**src/rtl/ds1124_pkg.sv**
```systemverilog
// Shared widths and state encoding for the DS1124 responder.
package ds1124_pkg;

  localparam int unsigned DS1124_DELAY_W        = 8;
  localparam int unsigned DS1124_BITS_PER_FRAME = 8;
  localparam int unsigned DS1124_CNT_W          = 4;

  typedef enum logic {
    IDLE,
    SHIFT
  } responder_state_t;

endpackage

```
**src/rtl/ds1124_input_sync.sv**
```systemverilog
// One serial line: synchronizer chain, optional glitch filter
// (DS1124_RESP_GLITCH_FILTER_EN), history flop and edge pulses.
module ds1124_input_sync #(
  parameter int unsigned SYNC_STAGES = 2,
  parameter int unsigned FILTER_LEN  = 2
) (
  input  logic clk_i,
  input  logic rst_i,
  input  logic line_i,
  output logic level_o,
  output logic rise_o,
  output logic fall_o
);

  if (SYNC_STAGES < 2) begin : g_bad_sync
    $error("ds1124_input_sync: SYNC_STAGES must be >= 2");
  end
  if ((FILTER_LEN < 1) || (FILTER_LEN > 7)) begin : g_bad_filter
    $error("ds1124_input_sync: FILTER_LEN must be 1..7");
  end

  logic [SYNC_STAGES-1:0] sync_q;
  logic                   sync_lvl;
  logic                   level;
  logic                   hist_q;

  // Metastability chain; left unreset so a line held high through reset
  // does not look like a fresh edge afterwards.
  always_ff @(posedge clk_i) begin
    sync_q <= {sync_q[SYNC_STAGES-2:0], line_i};
  end

  assign sync_lvl = sync_q[SYNC_STAGES-1];

`ifdef DS1124_RESP_GLITCH_FILTER_EN
  localparam int unsigned FCNT_W = 3;

  logic [FCNT_W-1:0] fcnt_q;
  logic              filt_q;

  // Accept a new level only after FILTER_LEN consecutive differing samples.
  always_ff @(posedge clk_i) begin
    if (rst_i) begin
      filt_q <= sync_lvl;
      fcnt_q <= '0;
    end else if (sync_lvl != filt_q) begin
      if (fcnt_q == FCNT_W'(FILTER_LEN - 1)) begin
        filt_q <= sync_lvl;
        fcnt_q <= '0;
      end else begin
        fcnt_q <= fcnt_q + FCNT_W'(1);
      end
    end else begin
      fcnt_q <= '0;
    end
  end

  assign level = filt_q;
`else
  assign level = sync_lvl;
`endif

  // History flop for edge detection.
  always_ff @(posedge clk_i) begin
    hist_q <= level;
  end

  assign level_o = level;
  assign rise_o  = ~rst_i & level & ~hist_q;
  assign fall_o  = ~rst_i & ~level & hist_q;

endmodule

```
**src/rtl/ds1124_responder.sv**
```systemverilog
// Device-side DS1124 3-wire serial delay-line model, oversampled on clk.
// Optional input glitch filter: DS1124_RESP_GLITCH_FILTER_EN.
module ds1124_responder
  import ds1124_pkg::*;
#(
  parameter logic [DS1124_DELAY_W-1:0] INIT_DELAY  = '0,
  parameter int unsigned               SYNC_STAGES = 2,
  parameter int unsigned               FILTER_LEN  = 2
) (
  input  logic                      clk,
  input  logic                      rst,
  input  logic                      ds1124_clk,
  input  logic                      ds1124_d,
  input  logic                      ds1124_e,
  output logic                      ds1124_q,
  output logic [DS1124_DELAY_W-1:0] delay_setting,
  output logic                      update_strobe,
  output logic                      frame_error,
  output logic                      busy
);

  logic sclk_level, sclk_rise, sclk_fall;
  logic d_level, d_rise, d_fall;
  logic e_level, e_rise, e_fall;

  ds1124_input_sync #(.SYNC_STAGES(SYNC_STAGES), .FILTER_LEN(FILTER_LEN)) u_sync_clk (
    .clk_i(clk), .rst_i(rst), .line_i(ds1124_clk),
    .level_o(sclk_level), .rise_o(sclk_rise), .fall_o(sclk_fall)
  );

  ds1124_input_sync #(.SYNC_STAGES(SYNC_STAGES), .FILTER_LEN(FILTER_LEN)) u_sync_d (
    .clk_i(clk), .rst_i(rst), .line_i(ds1124_d),
    .level_o(d_level), .rise_o(d_rise), .fall_o(d_fall)
  );

  ds1124_input_sync #(.SYNC_STAGES(SYNC_STAGES), .FILTER_LEN(FILTER_LEN)) u_sync_e (
    .clk_i(clk), .rst_i(rst), .line_i(ds1124_e),
    .level_o(e_level), .rise_o(e_rise), .fall_o(e_fall)
  );

  logic unused_edges;
  assign unused_edges = &{1'b0, sclk_level, sclk_fall, d_rise, d_fall, e_level};

  responder_state_t                 state_q;
  logic [DS1124_DELAY_W-1:0]        shift_q, shift_d;
  logic [DS1124_CNT_W-1:0]          cnt_q, cnt_d;
  logic [DS1124_DELAY_W-1:0]        delay_q;
  logic                             q_q, upd_q, err_q, busy_q;

  // Shift and saturating bit count for this cycle; frame-end sees the result.
  always_comb begin
    shift_d = shift_q;
    cnt_d   = cnt_q;
    if (sclk_rise) begin
      shift_d = {shift_q[DS1124_DELAY_W-2:0], d_level};
      if (cnt_q != '1) begin
        cnt_d = cnt_q + DS1124_CNT_W'(1);
      end
    end
  end

  // Frame FSM with registered outputs.
  always_ff @(posedge clk) begin
    if (rst) begin
      state_q <= IDLE;
      shift_q <= INIT_DELAY;
      cnt_q   <= '0;
      delay_q <= INIT_DELAY;
      q_q     <= 1'b0;
      upd_q   <= 1'b0;
      err_q   <= 1'b0;
      busy_q  <= 1'b0;
    end else begin
      upd_q <= 1'b0;
      err_q <= 1'b0;
      case (state_q)
        IDLE: begin
          q_q <= 1'b0;
          if (e_rise) begin
            shift_q <= delay_q;
            cnt_q   <= '0;
            busy_q  <= 1'b1;
            state_q <= SHIFT;
          end
        end
        SHIFT: begin
          q_q     <= shift_q[DS1124_DELAY_W-1];
          shift_q <= shift_d;
          cnt_q   <= cnt_d;
          if (e_fall) begin
            if (cnt_d >= DS1124_CNT_W'(DS1124_BITS_PER_FRAME)) begin
              delay_q <= shift_d;
              upd_q   <= 1'b1;
            end else begin
              err_q   <= 1'b1;
            end
            busy_q  <= 1'b0;
            state_q <= IDLE;
          end
        end
        default: state_q <= IDLE;
      endcase
    end
  end

  assign ds1124_q      = q_q;
  assign delay_setting = delay_q;
  assign update_strobe = upd_q;
  assign frame_error   = err_q;
  assign busy          = busy_q;

endmodule

```
**config.mk**
```make
export PLATFORM = sky130hd
export DESIGN_NAME = ds1124_responder
export DESIGN_NICKNAME = d
export VERILOG_FILES = /design/src/rtl/ds1124_pkg.sv /design/src/rtl/ds1124_input_sync.sv /design/src/rtl/ds1124_responder.sv
export SDC_FILE = /design/constraint.sdc
export NUM_CORES = 1
export LEC_CHECK = 0
export CORE_MARGIN = 2
export CORE_UTILIZATION = 35
export CTS_BUF_LIST = sky130_fd_sc_hd__clkbuf_4 sky130_fd_sc_hd__clkbuf_8
export CTS_CLUSTER_SIZE = 8
export DETAILED_ROUTE_END_ITERATION = 16
export PLACE_DENSITY = 0.52
export SYNTH_ARGS = -nofsm -noshare
export SYNTH_HDL_FRONTEND = slang
export SYNTH_SLANG_ARGS = --single-unit
export TNS_END_PERCENT = 50
```
**constraint.sdc**
```tcl
create_clock -name clk -period 2.15 [get_ports clk]
set_clock_uncertainty 0.15 [all_clocks]
set_input_delay 0.645 -clock clk [delete_from_list [all_inputs] [get_ports clk]]
set_output_delay 0.645 -clock clk [all_outputs]
set_load 0.02 [all_outputs]
```
# Word level (Yosys, flattened, before mapping)
# Cells that the tools add are included.
[totals] ff_bits=33 output_inout_bits=12 elab_cells=49
[classes] add_sub_neg=1 n_lt_le_gt_ge=1 n_eq_ne=3 muxes=16 n_bitwise=12 reduce_logical=3
[op_table] operator="8-bit two-way mux" n=2
[op_table] operator="8-bit one-hot mux with 2 select lines" n=1
[op_table] operator="4-bit two-way mux" n=3
[op_table] operator="4-bit one-hot mux with 2 select lines" n=1
[op_table] operator="1-bit AND" n=6
[op_table] operator="1-bit two-way mux" n=6
[op_table] operator="1-bit inverter" n=6
[op_table] operator="1-bit one-hot mux with 2 select lines" n=3
[op_table] operator="4-bit by 1-bit adder with 4-bit output, second input constant" n=1
[op_table] operator="4-bit greater-or-equal comparator, second input constant" n=1
[op_table] operator="2-bit inequality test, second input constant" n=2
[op_table] operator="4-bit inequality test, second input constant" n=1
[op_table] operator="3-bit AND reduction" n=1
[op_table] operator="3-bit OR reduction" n=1
[op_table] operator="2-bit AND reduction" n=1

# Logic depth before layout (Yosys ltp)
[depth] depth_word=6 depth_mapped=6 mapped_depth_nobuf=5

# By module
# Synthesis repeated with hierarchy kept, for this count alone.
[unflattened] hier_cells=138 area_unflattened_um2=1402.6
[modules_own_cells] mod="ds1124_responder" instances=1 cells_per_inst=123 area_each_um2=1177.4 seq_area_each_um2=500.5
[modules_own_cells] mod="ds1124_input_sync" instances=3 cells_per_inst=5 area_each_um2=75.1 seq_area_each_um2=60.1

# Worst setup path after synthesis
# No wires, ideal clock.
[synth_timing] kind="input port to flip-flop" start="in rst" end="reg delay_q[0], in the netlist delay_setting[0]" setup_time_ns=0.118 arrival_ns=1.614 required_time_ns=1.882 path_slack_ns=0.268 path_stages=5 n_path_buf=1 path_cell_list="nand4bb_1 > buf_4 > a311oi_2 > o21ai_0 > o2111a_1"
[synth_via] elab_chain_len=6 word_cells_on_any_way=9 classes_between="order compare: 1; mux: 2; bitwise: 5; reduce/logical: 1"
[synth_rtl] item="start, declared" line_no="ds1124_responder.sv:11" rtl="input logic rst,"
[synth_rtl] item="1-bit inverter" line_no="ds1124_input_sync.sv:69, ds1124_input_sync.sv:70"
[synth_rtl] item="1-bit AND (2 in series)" line_no="ds1124_input_sync.sv:69" rtl="assign rise_o = ~rst_i & level & ~hist_q;"
[synth_rtl] item="4-bit two-way mux" line_no="ds1124_responder.sv:54" rtl="if (sclk_rise) begin"
[synth_rtl] item="4-bit greater-or-equal comparator" line_no="ds1124_responder.sv:91" rtl="if (cnt_d >= DS1124_CNT_W'(DS1124_BITS_PER_FRAME)) begin"
[synth_rtl] item="3-bit AND reduction (no source line)"
[synth_rtl] item="end signal, assigned" line_no="ds1124_responder.sv:92" rtl="delay_q <= shift_d;"
[synth_rtl] item="end, declared" line_no="ds1124_responder.sv:47" rtl="logic [DS1124_DELAY_W-1:0] delay_q;"
# Several ways; a longest one is shown, not always the timed one.
# A chain may end at the register's enable or synchronous reset.

# Worst setup path after layout
[layout_timing] start="reg delay_q[3], in the netlist delay_setting[3]" end="out delay_setting[3]"
[layout_rtl] item="end, declared" line_no="ds1124_responder.sv:16" rtl="output logic [DS1124_DELAY_W-1:0] delay_setting,"
# No word-level cell between the ends.

==> flow_summary.ini <==
[status]
status = completed

[synthesis]
synthXorXnorAreaFrac = 0
synthSimpleGateAreaFrac = 0.191
synth_top_family_by_area = compound AO/OA/AOI/OAI gates
synthAdderAreaFrac = 0.00769
synth_area_sq_um = 1630
synth_edf_count = 0
ys_seq_area_frac = 0.406
synthArstFlopShare = 0
synthFlopType = dfxtp_1
ys_warn_count = 0
synth_mux_area_frac = 0.0685
synth_nets = 183
avgSynthCellArea_sq_um = 9.19
ys_ff_latch = 33
syn_inst = 177
synth_cell_type_count = 45
synth_compound_area_frac = 0.238

[critical_path]
worstPathMaxFanout = 5
max_stage_delay_ps = 640
arrival_ps = 1310
required_ps = 1350
critPathKind = reg -> out
r2r-start = cnt_q[0]
worst_setup_path_start_kind = flop
worst_setup_path_end_kind = output pin
cp_top_family = buffers and inverters
cp_cell_sequence = clkdlybuf4s50_1
crit_start = delay_setting[3]
cp_num_buf_inv = 1
reg2reg_slack_ps = 260
slowest_stage = clkdlybuf4s50_1

[route]
dr.pass1.iters = 5
vias = 1482
wl_per_cell_um = 16.3
drc = 0
wl_met1_mm = 1.89
drt-initial-drc-count = 213
avgViaCountPerCell = 5.79
routed_wl_mm = 4.18
wl_met3_um = 301
wl_met2_mm = 1.95
ant_nets = 0
top_layer = met4

[min_path]
hold_path.class = reg -> reg
hp-start = u_sync_d.sync_q[0]

[clock_network]
clk_latency_ps = 280
clkTransAtPathRegs_ps = 70
cts.sinks = 33
numCtsBuffers = 5
cts_buffer_depth = 2
cts_root_buffer = clkbuf_8
cts_max_level = 2
cts_tree = done
cts_hold_buf = 0

[layout]
layout.cells.most_common = dfxtp_1
drive_gt1_frac = 0.176
diodes = 0
final_cell_mix = dfxtp_1, nor2_1, buf_4, o21ai_0, a21oi_1
num-fill-cells = 428
final_net_count = 209
syn_to_final_growth_pct = 25.9

[floorplan]
num_rows = 24
io_pins = 17
initial_core_util = 0.368
die_h_um = 72.2
fp.dieW_um = 72.2
fp.coreArea_sq_um = 4410
die_area_sq_um = 5210

[run]
maxCapViolCount = 0

[power_and_ir_drop]
powerDensity_nw_per_um2 = 673
total_power_mw = 1.38
p_leak_nw = 0.841
ir_drop_uv = 451

[sta]
setup-violations-final = 0
drv_slew = 0
period_needed_ps = 2100
setup_ws_ps = 46.1
rsz0062_at_grt = no
worst_pin_slew_ps = 536
hold_viol_final = 0
fmax_ghz = 0.475
setup_tns_ps = 0
max-slew-margin-rel = 0.642
fin_crit_sh = 0.979

[grt]
grt_max_degree = 22
grt_pass1_wl_mm = 6.93
grt_pass1_vias = 1411
overflow = 0
grt_use_total = 0.173
antenna_found_initial = 0

[placed_design]
hpwl_mm = 2.76
gp_congestion = 0.822
numPortBuffers = 16
post-place-ws_ps = -366
## per-layer routing
layer | vias up | track usage
met3 | 4 | 0.0556
met5 | - | 0
li1 | 710 | -
met4 | 0 | 0.0587
met1 | 718 | 0.223
met2 | 50 | 0.273
## registers in the layout (all words and copies together), names as in the netlist
register	flops
delay_setting	8
shift_q	8
cnt_q	4
u_sync_clk.sync_q	2
u_sync_d.sync_q	2
u_sync_e.sync_q	2
busy	1
ds1124_q	1
frame_error	1
state_q	1
u_sync_clk.hist_q	1
u_sync_e.hist_q	1
update_strobe	1
## logic make-up (layout without fill, tap and decap cells)
family	after synthesis	after routing
compound gates	54	54
fa+ha+maj	1	1
buf+inv	24	51
flops	33	33
mux	11	11
simple gates	54	54
## where the power goes
part / leakage [nW] / switching, mW / internal (mW)
Clock: 0.0619 / 0.226 / 0.390
Sequential: 0.270 / 0.0218 / 0.632
Combinational: 0.509 / 0.0560 / 0.0510
## path summary, 6_finish.rpt
check / endpoint / cells after the start
min reg2reg: u_sync_d.sync_q[1] / 0
max reg2reg: delay_setting[5] / 4
min: u_sync_d.sync_q[1] / 0
max: delay_setting[3] / 1
## through the flow
stage	hold slack, ps	cells	instance area (sq um)	utilization
global route	191	256	2050	0.464
global placement	161	248	1890	0.427
detailed placement	168	248	1890	0.427
floorplan	160	177	1630	-
finish	181	256	2050	0.464
CTS	185	256	2040	0.461
## cell usage after synthesis, types with 2 or more instances
cell / instances / area (sq um)
dfxtp_1: 33 / 661
nor2_1: 21 / 78.8
o21ai_0: 13 / 65.1
a21oi_1: 11 / 55.1
mux2i_1: 10 / 100
inv_1: 9 / 33.8
nor3_1: 9 / 45.0
o221ai_1: 8 / 70.1
a221oi_1: 6 / 52.6
o2111a_1: 6 / 67.6
buf_6: 4 / 45.0
clkbuf_1: 4 / 15.0
a31oi_1: 3 / 18.8
buf_4: 3 / 22.5
nand2b_1: 3 / 18.8
and3_1: 2 / 12.5
nand4bb_1: 2 / 22.5
nor2b_1: 2 / 12.5
o21ai_1: 2 / 10.0
## area by class of cell
cell class	count	area, sq um	share of cell area
multi-input combinational	120	850	0.415
sequential	33	661	0.323
timing repair buffer	33	315	0.154
clock buffer	7	90.1	0.0440
tap	52	65.1	0.0318
inverter	10	37.5	0.0183
clock inverter	1	30.0	0.0147
## repair_timing
| item | CTS | global route |
|---|---|---|
| setup buffers | 0 | 0 |
| resized for setup | 5 | 5 |
| cloned | 0 | 0 |
| pin swaps | 0 | 0 |
| hold endpoints to repair | 0 | 0 |
| setup endpoints to repair | 18 | 5 |
Power figures use the tool's default switching activity.
